===== config.mk =====
export PLATFORM = sky130hd
export DESIGN_NAME = rom_download_ctrl
export DESIGN_NICKNAME = d
export VERILOG_FILES = /design/src/rtl/bp_rom_pkg.sv /design/src/rtl/rom_region_decode.sv /design/src/rtl/rom_download_ctrl.sv
export SDC_FILE = /design/constraint.sdc
export NUM_CORES = 1
export LEC_CHECK = 0
export ABC_AREA = 1
export BUFFER_PORTS_ARGS = -buffer_cell sky130_fd_sc_hd__buf_4
export CORE_AREA = 4 4 77 79
export CTS_CLUSTER_DIAMETER = 40
export DETAILED_ROUTE_END_ITERATION = 16
export DIE_AREA = 0 0 81 83
export PLACE_DENSITY_LB_ADDON = 0.2
export REMOVE_ABC_BUFFERS = 1
export SLEW_MARGIN = 40
export SYNTH_ARGS = -nofsm -noshare
export SYNTH_HDL_FRONTEND = slang
export SYNTH_SLANG_ARGS = --single-unit

===== constraint.sdc =====
create_clock -name clk_sys -period 2.85 [get_ports clk_sys]
set_input_delay 0.285 -clock clk_sys [delete_from_list [all_inputs] [get_ports clk_sys]]
set_output_delay 0.285 -clock clk_sys [all_outputs]
set_load 0.02 [all_outputs]

===== src/rtl/bp_rom_pkg.sv =====
// Shared constants for the BankPanic ROM download path: region map and FSM states.
// Byte addresses are 17 bits wide, which covers the highest region (PROMs at 0x10000).
// Regions are listed in priority order; they do not overlap.
package bp_rom_pkg;

  localparam int NUM_REGIONS = 4;
  localparam int BYTE_AW     = 17;

  typedef logic [BYTE_AW-1:0] byte_addr_t;

  // 0 main CPU, 1 tiles, 2 sprites, 3 PROMs
  localparam byte_addr_t REGION_BASE [NUM_REGIONS] = '{17'h00000, 17'h08000, 17'h0C000, 17'h10000};
  localparam byte_addr_t REGION_SIZE [NUM_REGIONS] = '{17'h08000, 17'h04000, 17'h04000, 17'h00120};

  typedef enum logic [1:0] {
    IDLE = 2'd0,
    LO   = 2'd1,
    HI   = 2'd2
  } dl_state_t;

endpackage


===== src/rtl/rom_region_decode.sv =====
// Maps a download byte address onto one of the ROM regions.
// Purely combinational, zero latency.
// No flow control; a miss reports hit = 0 with sel and local_addr at 0.
module rom_region_decode
  import bp_rom_pkg::*;
#(
  parameter int ADDR_W = 15
) (
  input  logic [BYTE_AW-1:0]     byte_addr,
  output logic                   hit,
  output logic [NUM_REGIONS-1:0] sel,
  output logic [ADDR_W-1:0]      local_addr
);

  // First region whose [base, base+size) window contains the address wins
  always_comb begin
    hit        = 1'b0;
    sel        = '0;
    local_addr = '0;
    for (int i = 0; i < NUM_REGIONS; i++) begin
      if (!hit && (byte_addr >= REGION_BASE[i]) &&
          (byte_addr < (REGION_BASE[i] + REGION_SIZE[i]))) begin
        hit        = 1'b1;
        sel[i]     = 1'b1;
        local_addr = ADDR_W'(byte_addr - REGION_BASE[i]);
      end
    end
  end

endmodule


===== src/rtl/rom_download_ctrl.sv =====
// Splits hps_io 16-bit download words into two region-decoded ROM byte writes.
// Latency: ioctl_wr to even byte strobe 2 cycles, odd byte 3 cycles (mem_ready high).
// Backpressure: ioctl_wait held while a word is pending; bytes wait for mem_ready.
module rom_download_ctrl
  import bp_rom_pkg::*;
#(
  parameter int         ADDR_W     = 15,
  parameter logic [7:0] GAME_INDEX = 8'd0
) (
  input  logic                   clk_sys,
  input  logic                   reset,
  input  logic                   ioctl_download,
  input  logic [7:0]             ioctl_index,
  input  logic                   ioctl_wr,
  input  logic [26:0]            ioctl_addr,
  input  logic [15:0]            ioctl_dout,
  output logic                   ioctl_wait,
  input  logic                   mem_ready,
  output logic                   rom_we,
  output logic [NUM_REGIONS-1:0] rom_sel,
  output logic [ADDR_W-1:0]      rom_addr,
  output logic [7:0]             rom_data,
  output logic                   dl_busy,
  output logic                   dl_done,
  output logic                   dl_err
);

  dl_state_t              state_q, state_d;
  byte_addr_t             word_addr_q, word_addr_d;
  logic [15:0]            word_dat_q, word_dat_d;
  logic                   ioctl_wait_q, ioctl_wait_d;
  logic                   rom_we_q, rom_we_d;
  logic [NUM_REGIONS-1:0] rom_sel_q, rom_sel_d;
  logic [ADDR_W-1:0]      rom_addr_q, rom_addr_d;
  logic [7:0]             rom_data_q, rom_data_d;
  logic                   dl_busy_q, dl_busy_d;
  logic                   dl_done_q, dl_done_d;
  logic                   dl_err_q, dl_err_d;
  logic                   act_q;

  logic                   act;
  logic                   act_rise;
  logic                   wr_err;
  logic                   byte_err;
  byte_addr_t             byte_addr;
  logic                   byte_hit;
  logic [NUM_REGIONS-1:0] byte_sel;
  logic [ADDR_W-1:0]      byte_local;
  logic [7:0]             byte_dat;
  logic                   unused_addr_bits;

  // Only bits [16:1] of the word address reach the region map
  assign unused_addr_bits = ^{ioctl_addr[26:17], ioctl_addr[0]};

  assign act      = ioctl_download && (ioctl_index == GAME_INDEX);
  assign act_rise = act && !act_q;

  // Even byte in LO, odd byte in HI; each is decoded on its own
  assign byte_addr = (state_q == HI) ? {word_addr_q[BYTE_AW-1:1], 1'b1} : word_addr_q;
  assign byte_dat  = (state_q == HI) ? word_dat_q[15:8] : word_dat_q[7:0];

  rom_region_decode #(
    .ADDR_W (ADDR_W)
  ) u_decode (
    .byte_addr  (byte_addr),
    .hit        (byte_hit),
    .sel        (byte_sel),
    .local_addr (byte_local)
  );

  // Word FSM: accept a word, then emit even and odd bytes as mem_ready allows
  always_comb begin
    state_d     = state_q;
    word_addr_d = word_addr_q;
    word_dat_d  = word_dat_q;
    rom_we_d    = 1'b0;
    rom_sel_d   = '0;
    rom_addr_d  = '0;
    rom_data_d  = '0;
    wr_err      = 1'b0;
    byte_err    = 1'b0;
    case (state_q)
      IDLE: begin
        if (ioctl_wr && act) begin
          word_addr_d = {ioctl_addr[16:1], 1'b0};
          word_dat_d  = ioctl_dout;
          state_d     = LO;
        end
      end
      LO, HI: begin
        // A new word while one is pending is dropped; the pending one is kept
        wr_err = ioctl_wr && act;
        if (mem_ready) begin
          rom_we_d   = byte_hit;
          rom_sel_d  = byte_sel;
          rom_addr_d = byte_hit ? byte_local : '0;
          rom_data_d = byte_hit ? byte_dat : 8'h00;
          byte_err   = !byte_hit;
          state_d    = (state_q == LO) ? HI : IDLE;
        end
      end
      default: state_d = IDLE;
    endcase
    // Stall stays up through the cycle the odd byte strobes
    ioctl_wait_d = (state_q != IDLE) || (state_d != IDLE);
  end

  // Download envelope: busy from act rising until act low with no word pending
  always_comb begin
    dl_busy_d = dl_busy_q;
    dl_done_d = 1'b0;
    dl_err_d  = act_rise ? 1'b0 : dl_err_q;
    if (wr_err || byte_err) begin
      dl_err_d = 1'b1;
    end
    if (act_rise) begin
      dl_busy_d = 1'b1;
    end else if (dl_busy_q && !act && (state_q == IDLE)) begin
      dl_busy_d = 1'b0;
      dl_done_d = 1'b1;
    end
  end

  // State and output registers; reset discards any pending word
  always_ff @(posedge clk_sys or posedge reset) begin
    if (reset) begin
      state_q      <= IDLE;
      word_addr_q  <= '0;
      word_dat_q   <= '0;
      ioctl_wait_q <= 1'b0;
      rom_we_q     <= 1'b0;
      rom_sel_q    <= '0;
      rom_addr_q   <= '0;
      rom_data_q   <= '0;
      dl_busy_q    <= 1'b0;
      dl_done_q    <= 1'b0;
      dl_err_q     <= 1'b0;
      act_q        <= 1'b0;
    end else begin
      state_q      <= state_d;
      word_addr_q  <= word_addr_d;
      word_dat_q   <= word_dat_d;
      ioctl_wait_q <= ioctl_wait_d;
      rom_we_q     <= rom_we_d;
      rom_sel_q    <= rom_sel_d;
      rom_addr_q   <= rom_addr_d;
      rom_data_q   <= rom_data_d;
      dl_busy_q    <= dl_busy_d;
      dl_done_q    <= dl_done_d;
      dl_err_q     <= dl_err_d;
      act_q        <= act;
    end
  end

  assign ioctl_wait = ioctl_wait_q;
  assign rom_we     = rom_we_q;
  assign rom_sel    = rom_sel_q;
  assign rom_addr   = rom_addr_q;
  assign rom_data   = rom_data_q;
  assign dl_busy    = dl_busy_q;
  assign dl_done    = dl_done_q;
  assign dl_err     = dl_err_q;

endmodule

=== Yosys cells after proc, flatten, opt, wreduce, memory -nomap -nowiden ===
Index checks and enable logic that the tools add are counted.

* Register bits after elaboration: 67
* Input port bits: 56
* Output and inout bits: 32
* Logic and storage cells: 89

* $add $sub $neg: 3
* $lt $le $gt $ge: 8
* Equal/unequal tests: 2
* Mux-type cells: 36
* Reductions and logical operators: 28

{| class="wikitable"
|+ Operators with widths
! cell !! count
|-
| two-way mux 15 bit || 7
|-
| >= comparator 17 x 16 -> 1 bit (second input constant) || 2
|-
| < comparator 17 x 16 -> 1 bit (second input constant) || 2
|-
| < comparator 17 bit (second input constant) || 2
|-
| two-way mux 8 bit || 4
|-
| subtractor 15 x 1 -> 15 bit (second input constant) || 2
|-
| two-way mux 1 bit || 19
|-
| >= comparator 17 x 1 -> 1 bit (second input constant) || 1
|-
| >= comparator 17 bit (second input constant) || 1
|-
| subtractor 15 bit (second input constant) || 1
|-
| logical AND 1 bit || 12
|-
| zero test 8 bit || 1
|-
| two-way mux 4 bit || 2
|-
| nonzero test 2 bit || 4
|-
| zero test 1 bit || 6
|-
| two-way mux 2 bit || 3
|-
| one-hot mux 2 bit (2 select lines) || 1
|-
| == test 2 x 1 -> 1 bit (second input constant) || 1
|-
| == test 2 bit (second input constant) || 1
|-
| zero test 2 bit || 1
|-
| logical OR 1 bit || 2
|-
| AND reduction 2 bit || 1
|-
| OR reduction 2 bit || 1
|}

=== Logic depth before layout (Yosys ltp) ===
Gate-level depths: netlist (run 1).

* Depth after elaboration: 22
* Gate-level depth with buffers: 9
* Depth with buffers taken out: 8

=== Modules after synthesis ===
A second synthesis (run 1) with hierarchy kept.

* Cells, all modules: 336
* Area total of the unflattened synthesis: 3004.1 um2

{| class="wikitable"
|+ By module, submodules not included
! module !! times used !! cells each !! area each (um2) !! seq. area each (um2)
|-
| rom_download_ctrl || 1 || 284 || 2736.4 || 1676.6
|-
| rom_region_decode || 1 || 52 || 267.8 || 0.0
|}

=== Worst setup path before layout (run 1) ===
No wires, ideal clock.

* Path kind: register to register
* Start point: reg state_q[0]
* End point: reg rom_data_q[6], in the netlist rom_data[6]
* Library setup time: 0.120 ns
* Data arrival time: 1.339 ns
* Required time: 2.730 ns
* Slack: 1.391 ns
* Cell stages (with the launch flop): 8
* Buffers on the path: 2
* Period minus slack after synthesis: 1.459 ns
* Path through: dfrtp_1 inv_1 ha_1 clkbuf_1 clkbuf_1 nor2_1 a21oi_1 nor2_1

* Cells in the longest elaborated chain, start to end: 20
* Elaborated cells between the ends (all ways): 30
* Classes of those cells: 8 x order compare; 2 x eq/ne; 9 x mux; 11 x reduce/logical

{| class="wikitable"
|+ RTL lines
! element !! RTL line !! source
|-
| start, declared || rom_download_ctrl.sv:28 || <nowiki>dl_state_t state_q, state_d;</nowiki>
|-
| start signal, assigned || rom_download_ctrl.sv:140 || <nowiki>state_q <= state_d;</nowiki>
|-
| == test 2 bit || rom_download_ctrl.sv:59, rom_download_ctrl.sv:60, rom_download_ctrl.sv:82 ||
|-
| two-way mux 1 bit || rom_download_ctrl.sv:59 || <nowiki>assign byte_addr = (state_q == HI) ? {word_addr_q[BYTE_AW-1:1], 1'b1} : word_addr_q;</nowiki>
|-
| >= comparator 17 x 1 -> 1 bit or < comparator 17 x 16 -> 1 bit (tied branches) || rom_region_decode.sv:21, rom_region_decode.sv:22 ||
|-
| logical AND 1 bit || rom_region_decode.sv:21 || <nowiki>if (!hit && (byte_addr >= REGION_BASE[i]) &&</nowiki>
|-
| two-way mux 1 bit || rom_region_decode.sv:21 ||
|-
| zero test 1 bit || rom_region_decode.sv:21 ||
|-
| logical AND 1 bit (2 in a row) || rom_region_decode.sv:21 ||
|-
| two-way mux 1 bit || rom_region_decode.sv:21 ||
|-
| [... 3 more ...] || - ||
|-
| two-way mux 1 bit || rom_region_decode.sv:21 ||
|-
| zero test 1 bit || rom_region_decode.sv:21 ||
|-
| logical AND 1 bit (2 in a row) || rom_region_decode.sv:21 ||
|-
| two-way mux 1 bit || rom_region_decode.sv:21 ||
|-
| two-way mux 8 bit || rom_download_ctrl.sv:97 || <nowiki>rom_data_d = byte_hit ? byte_dat : 8'h00;</nowiki>
|-
| two-way mux 8 bit || rom_download_ctrl.sv:93 || <nowiki>if (mem_ready) begin</nowiki>
|-
| two-way mux 8 bit (*) || rom_download_ctrl.sv:82 || <nowiki>case (state_q)</nowiki>
|-
| named net rom_data_d[6] || rom_download_ctrl.sv:35 || <nowiki>logic [7:0] rom_data_q, rom_data_d;</nowiki>
|-
| end signal, assigned || rom_download_ctrl.sv:147 || <nowiki>rom_data_q <= rom_data_d;</nowiki>
|-
| end, declared || rom_download_ctrl.sv:35 ||
|}

Mark *: on every way through the listed nets, which the timed path passes. The rest lies on a longest branch.
A chain may end at the register's enable or synchronous reset.

=== Final worst setup path (run 1) ===
* Start point: reg state_q[1]
* End point: reg word_addr_q[5]

* Cells in the longest elaborated chain, start to end: 2

{| class="wikitable"
|+ RTL lines
! element !! RTL line !! source
|-
| zero test 2 bit || rom_download_ctrl.sv:82 ||
|-
| AND reduction 2 bit (no source line) || - ||
|-
| end signal, assigned || rom_download_ctrl.sv:141 || <nowiki>word_addr_q <= word_addr_d;</nowiki>
|-
| end, declared || rom_download_ctrl.sv:29 || <nowiki>byte_addr_t word_addr_q, word_addr_d;</nowiki>
|}

Every way passes these cells.

==> flow_summary.ini, run 1 <==
[run_status]
status = complete, no violations

[grt]
grt_overflow_total = 0
grt.total_usage_pct = 17.1
grt_pass1_vias = 2074
grt_max_degree = 39
grt_pass1_wl_mm = 8.93
antenna_found_initial = 0

[layout]
fillers = 481
nets = 412
layout-drive-gt1-share_pct = 35.1
area_delta_synth_final_pct = 28.6
diodes = 0
utilization_pct = 65.6
final_cell_area_mm2 = 0.00350
multi_input_comb_area_um2 = 818
fin_cells = 428
seq_area_mm2 = 0.00168

[power]
p_sw_share_pct = 23.7
pwr-share-seq_pct = 54.4
internal-power_mw = 1.40
switching_power_mw = 0.435
clockPowerShare_pct = 35.9
peakVddDrop_mv = 0.343
total_power_mw = 1.83
comb_power_share_pct = 9.7
cellPowerDensity_mw_per_mm2 = 524
p_leak_nw = 1.94

[floorplan]
rows = 27
dieHeight_um = 83
start_util_pct = 51.0
core-area_mm2 = 0.00534
ioPinCount = 88
die_w_um = 81
dieArea_mm2 = 0.00672

[clock_tree]
ctsHoldBuffers = 0
cts_resized = 0
cts_tree = yes
htreeDepth = 3
cts_buffers = 9
clockBufferDepth = 2
clk_latency_ns = 0.33
cts-root-buf = clkbuf_8
clk_pin_slew_ns = 0.07
clock-sinks = 67
cts_setup_buffers = 0

[synth]
synth_edf_count = 0
async_flop_share_pct = 100
synth_top_cells_by_count = dfrtp_1, nand2_1, inv_1, nor2_1, o21ai_2
synthFlopType = dfrtp_1
synth_top_area_share_pct = 61.6
synth.yosys.seq_area_share_pct = 61.6
synth.area.top_cells = dfrtp_1, nand2_1, o21ai_2, inv_1, nor2_1
synthCells = 274
ys_warn_count = 0
synth.distinct_cells = 23
synth-seq-cells = 67
syn-cell-area_mm2 = 0.00272
synth.avg_cell_area_um2 = 9.94
synth_top_area_cell = dfrtp_1
synthMostInstantiatedCell = dfrtp_1

[worst_setup_path]
worstPathCellList = inv_1, ha_1, nand4_4, clkinv_2, buf_12, nand2_1, o21ai_2
cpPeakStageDelay_ns = 0.42
crit_fanout = 38
cp.arrival_ns = 2.11
cp_slowest_cell = dfrtp_1
crit_path_start_kind = flop
critPathKind = reg -> reg
worstSetupEndpointType = flop
worstPathRequired_ns = 3.11

[timing]
slew_violations = 0
tightest_slew_ns = 0.605
finalWorstSetupSlack_ns = 1.00
fin_setup_tns_ns = 0
rsz0062_at_grt = no
slew_headroom_pct = 59.7
finalSetupViolCount = 0
fin_skew_ns = 0.00465
hold_viol_final = 0
hold_slack_ns = 0.00591
fmax_ghz = 0.540
post-route-period-util_pct = 64.9
fin_crit_ns = 1.85

[place]
post-place-ws_ns = 0.914
gp_congestion = 0.782
placedInstanceArea_mm2 = 0.00334
dp_cells = 413
post-dp-hpwl_mm = 3.60
io_buffers = 76

[flow_run]
drv_cap = 0

[drt]
drt_iter0_drc = 71
wl_mm = 5.21
viasPerCell = 4.61
dr.pass1.iters = 4
post_drt_wl_per_cell_um = 12.2
route.detailed.drc = 0
ant_nets = 0
vias = 1973

[min_path]
hold_path_class = in -> async
sequential cells by signal, indices dropped and copies added (netlist names), 2 cells and up:
register     cells
word_addr_q     16
rom_data         8
state_q          2
word_dat_q      16
rom_sel          4
rom_addr        15
power by group through the flow:
stage	registers [mW]	clock network [mW]	logic, mW
3_5_place_dp	1.02	0	0.181
5_1_grt	1.00	0.720	0.199
6_report	0.998	0.658	0.177
2_1_floorplan	1.03	0	0.0752
4_1_cts	0.999	0.679	0.181
3_3_place_gp	1.02	0	0.177
placed cells by master, fill, tap and decap left out:
| master | Yosys | layout |
|---|---|---|
| and2_0 | 1 | 1 |
| o21ai_0 | 8 | 8 |
| nand4_4 | 1 | 1 |
| buf_4 | 0 | 76 |
| nor2_2 | 1 | 1 |
| inv_1 | 37 | 36 |
| nor2_1 | 37 | 37 |
| or2_1 | 1 | 1 |
| buf_12 | 0 | 2 |
| nand2_2 | 10 | 11 |
| nand2_1 | 54 | 53 |
| clkbuf_8 | 0 | 10 |
| ha_1 | 4 | 4 |
| dfrtp_1 | 67 | 67 |
| nor3_1 | 4 | 4 |
| nand3_1 | 5 | 5 |
| clkinv_2 | 1 | 5 |
| clkbuf_1 | 3 | 2 |
| o21ai_2 | 18 | 18 |
| nand4_1 | 2 | 2 |
| nor4_1 | 1 | 1 |
| nor3_2 | 1 | 1 |
| a21oi_1 | 10 | 10 |
cell type report:
type                       count  area share (%)
timing repair buffer          78            17.4
clock buffer                  12            4.15
multi-input combinational    158            23.4
clock inverter                 3           0.429
tap                           72            2.57
inverter                      38            4.15
sequential                    67            47.9
critical path, delay by kind of cell (launching register included):
kind / cells / cell delay [ns]
AND/OR/NAND/NOR: 2 / 0.34
adder cells (fa/ha/maj): 1 / 0.29
flip-flops: 1 / 0.42
AO/OA/AOI/OAI: 1 / 0.07
buffers and inverters: 3 / 0.65
cells by family (layout without fill, tap and decap cells):
family          after synthesis  after routing  share of synthesized area, %
compound gates               36             36                          9.10
fa+ha+maj                     4              4                          1.84
buf+inv                      49            131                          8.46
flops                        67             67                          61.6
simple gates                118            118                          19.0
final timing paths:
path,slack (ns),cells past startpoint,startpoint,end
min in group clk_sys,0.14,3,ioctl_dout[11],word_dat_q[11]
max in group asynchronous,2.27,3,reset,rom_addr[0]
hold / removal,0.006,2,reset,dl_done
setup / recovery,1.0,7,state_q[1],word_addr_q[5]
hold reg to reg,0.43,1,word_addr_q[14],rom_sel[1]
setup reg to reg,1.0,7,state_q[1],word_addr_q[5]
per-layer routing:
| metal | GRT usage [%] | up-vias | wire, um |
|---|---|---|---|
| li1 | - | 1000 | - |
| met1 | 19.9 | 911 | 2150 |
| met2 | 28.8 | 53 | 2650 |
| met3 | 4.01 | 9 | 328 |
| met4 | 8.76 | 0 | 79 |
| met5 | 0 | - | 0 |
Power figures use the tool's default switching activity.
==> run 2, diff against run 1 <==
--- a/config.mk
+++ b/config.mk
@@ -5,12 +5,12 @@
 export SDC_FILE = /design/constraint.sdc
 export NUM_CORES = 1
 export LEC_CHECK = 0
-export ABC_AREA = 1
+export ABC_AREA = 0
 export BUFFER_PORTS_ARGS = -buffer_cell sky130_fd_sc_hd__buf_4
-export CORE_AREA = 4 4 77 79
+export CORE_AREA = 4 4 80 82
 export CTS_CLUSTER_DIAMETER = 40
 export DETAILED_ROUTE_END_ITERATION = 16
-export DIE_AREA = 0 0 81 83
+export DIE_AREA = 0 0 84 86
 export PLACE_DENSITY_LB_ADDON = 0.2
 export REMOVE_ABC_BUFFERS = 1
 export SLEW_MARGIN = 40
==> constraint.sdc (replaced) <==
create_clock -name clk_sys -period 1.95 [get_ports clk_sys]
set_input_delay 0.195 -clock clk_sys [delete_from_list [all_inputs] [get_ports clk_sys]]
set_output_delay 0.195 -clock clk_sys [all_outputs]
set_load 0.02 [all_outputs]
==> flow_summary.ini, run 2 <==
[run_status]
status = complete, no violations

[power]
p_leak_nw = 1.93
total_power_mw = 2.78
cellPowerDensity_mw_per_mm2 = 752
peakVddDrop_mv = 0.539

[timing]
tightest_slew_ns = 0.533
rsz0062_at_grt = no
hold_slack_ns = 0.0862
fin_skew_ns = 0.00910
slew_headroom_pct = 64.5
finalSetupViolCount = 0
fmax_ghz = 0.579
post-route-period-util_pct = 88.5
fin_crit_ns = 1.73
hold_viol_final = 0
slew_violations = 0

[layout]
fillers = 449
nets = 337
layout_commonest_cell = buf_4
final_cell_area_mm2 = 0.00370
area_delta_synth_final_pct = 33.0
diodes = 0
final_cell_mix = buf_4, dfrtp_1, mux2_4, nor3b_1, clkbuf_8
multi_input_comb_area_mm2 = 0.00103
seq_area_mm2 = 0.00168
layout-drive-gt1-share_pct = 48.9

[floorplan]
dieHeight_um = 86
rows = 28
dieArea_mm2 = 0.00722
core-area_mm2 = 0.00575
start_util_pct = 48.4
ioPinCount = 88
die_w_um = 84

[drt]
drt_iter0_drc = 77
dr.pass1.iters = 4
route.detailed.drc = 0
wl_mm = 5.33
vias = 1784
post_drt_wl_per_cell_um = 14.9
viasPerCell = 5.00
ant_nets = 0

[grt]
grt_max_degree = 26
antenna_found_initial = 0
grt_overflow_total = 0
grt_pass1_vias = 1799
grt.total_usage_pct = 15.5
grt_pass1_wl_mm = 8.67

[synth]
synth-seq-cells = 67
synth.avg_cell_area_um2 = 14.8
syn-cell-area_mm2 = 0.00278
synth_top_area_cell = dfrtp_1
synth_edf_count = 0
async_flop_share_pct = 100
synth_top_area_share_pct = 60.3
synth.area.top_cells = dfrtp_1, mux2_4, nor3b_1, mux2i_1, ha_1
synth_top_cells_by_count = dfrtp_1, mux2_4, nor3b_1
ys_warn_count = 0
synthMostInstantiatedCell = dfrtp_1
synth.yosys.seq_area_share_pct = 60.3
synthCells = 188
synth.distinct_cells = 34
synthFlopType = dfrtp_1

[worst_setup_path]
critPathKind = reg -> reg
crit_path_start_kind = flop
reg2reg_slack_ns = 0.22
crit_fanout = 15
worstSetupEndpointType = flop
cp.arrival_ns = 1.94
worstPathRequired_ns = 2.17

[place]
gp_congestion = 0.756
placedInstanceArea_mm2 = 0.00350
io_buffers = 76
post-dp-hpwl_mm = 3.80

[clock_tree]
clk_latency_ns = 0.34
cts_resized = 0
ctsHoldBuffers = 1
cts_setup_buffers = 0
htreeDepth = 3
clock-sinks = 67
cts_tree = yes
clockBufferDepth = 2
clk_pin_slew_ns = 0.07
cts_buffers = 9
cts-root-buf = clkbuf_8

[min_path]
hold_path_class = in -> reg

[flow_run]
drv_cap = 0
run 2: path summary, 6_finish.rpt:
check / to / startpoint / cells after the start
worst max-delay path: word_addr_q[13] / state_q[1] / 6
worst min register to register: word_addr_q[3] / word_addr_q[3] / 1
worst min-delay path: word_addr_q[1] / ioctl_addr[1] / 2
max in group asynchronous: rom_addr[10] / reset / 4
worst max register to register: word_addr_q[13] / state_q[1] / 6
min in group asynchronous: dl_done / reset / 3
run 2: layout make-up:
class | instances | area share (%)
flip-flops and latches | 67 | 45.3
multi-input cells | 106 | 27.8
repair buffers | 86 | 18.5
clock buffers | 14 | 4.13
well taps | 75 | 2.54
clock inverters | 2 | 0.947
inverters | 7 | 0.710
run 2: metal layers:
layer,part of all wire [%],wire length (um),vias to the layer above,track usage (%)
met4,2.0,106,0,7.46
met3,6.3,337,9,4.90
met5,0,0,-,0
met1,44,2370,879,20.2
met2,47,2520,50,23.5
li1,-,-,846,-
run 2: kinds of logic (layout without fill, tap and decap cells):
kind of cell / after synthesis / in the layout / synth area share [%]
flops: 67 / 67 / 60.3
compound gates: 11 / 11 / 2.88
simple gates: 50 / 50 / 11.9
buf+inv: 15 / 109 / 2.93
mux: 41 / 41 / 20.2
fa+ha+maj: 4 / 4 / 1.80
run 2: critical path, cell delays in order (launching register included):
cell,delay (ns)
dfrtp_1,0.43
inv_1,0.12
ha_1,0.16
and2_1,0.16
nand4_4,0.20
buf_12,0.24
mux2_4,0.30
run 2: per-stage QoR:
step,std cells,setup WS (ns),util (%),TNS (ns)
floorplan,180,-0.0682,-,-2.14
global placement,340,0.254,60.9,0
detailed placement,340,0.235,60.9,0
CTS,357,0.220,64.4,0
global route,357,0.0129,64.4,0
finish,357,0.224,64.4,0
run 2: report_power, final:
part | switching [mW] | total [mW] | leakage, nW | internal, mW
combinational | 0.105 | 0.234 | 0.911 | 0.129
clock | 0.488 | 1.11 | 0.0947 | 0.626
sequential | 0.0168 | 1.43 | 0.928 | 1.42
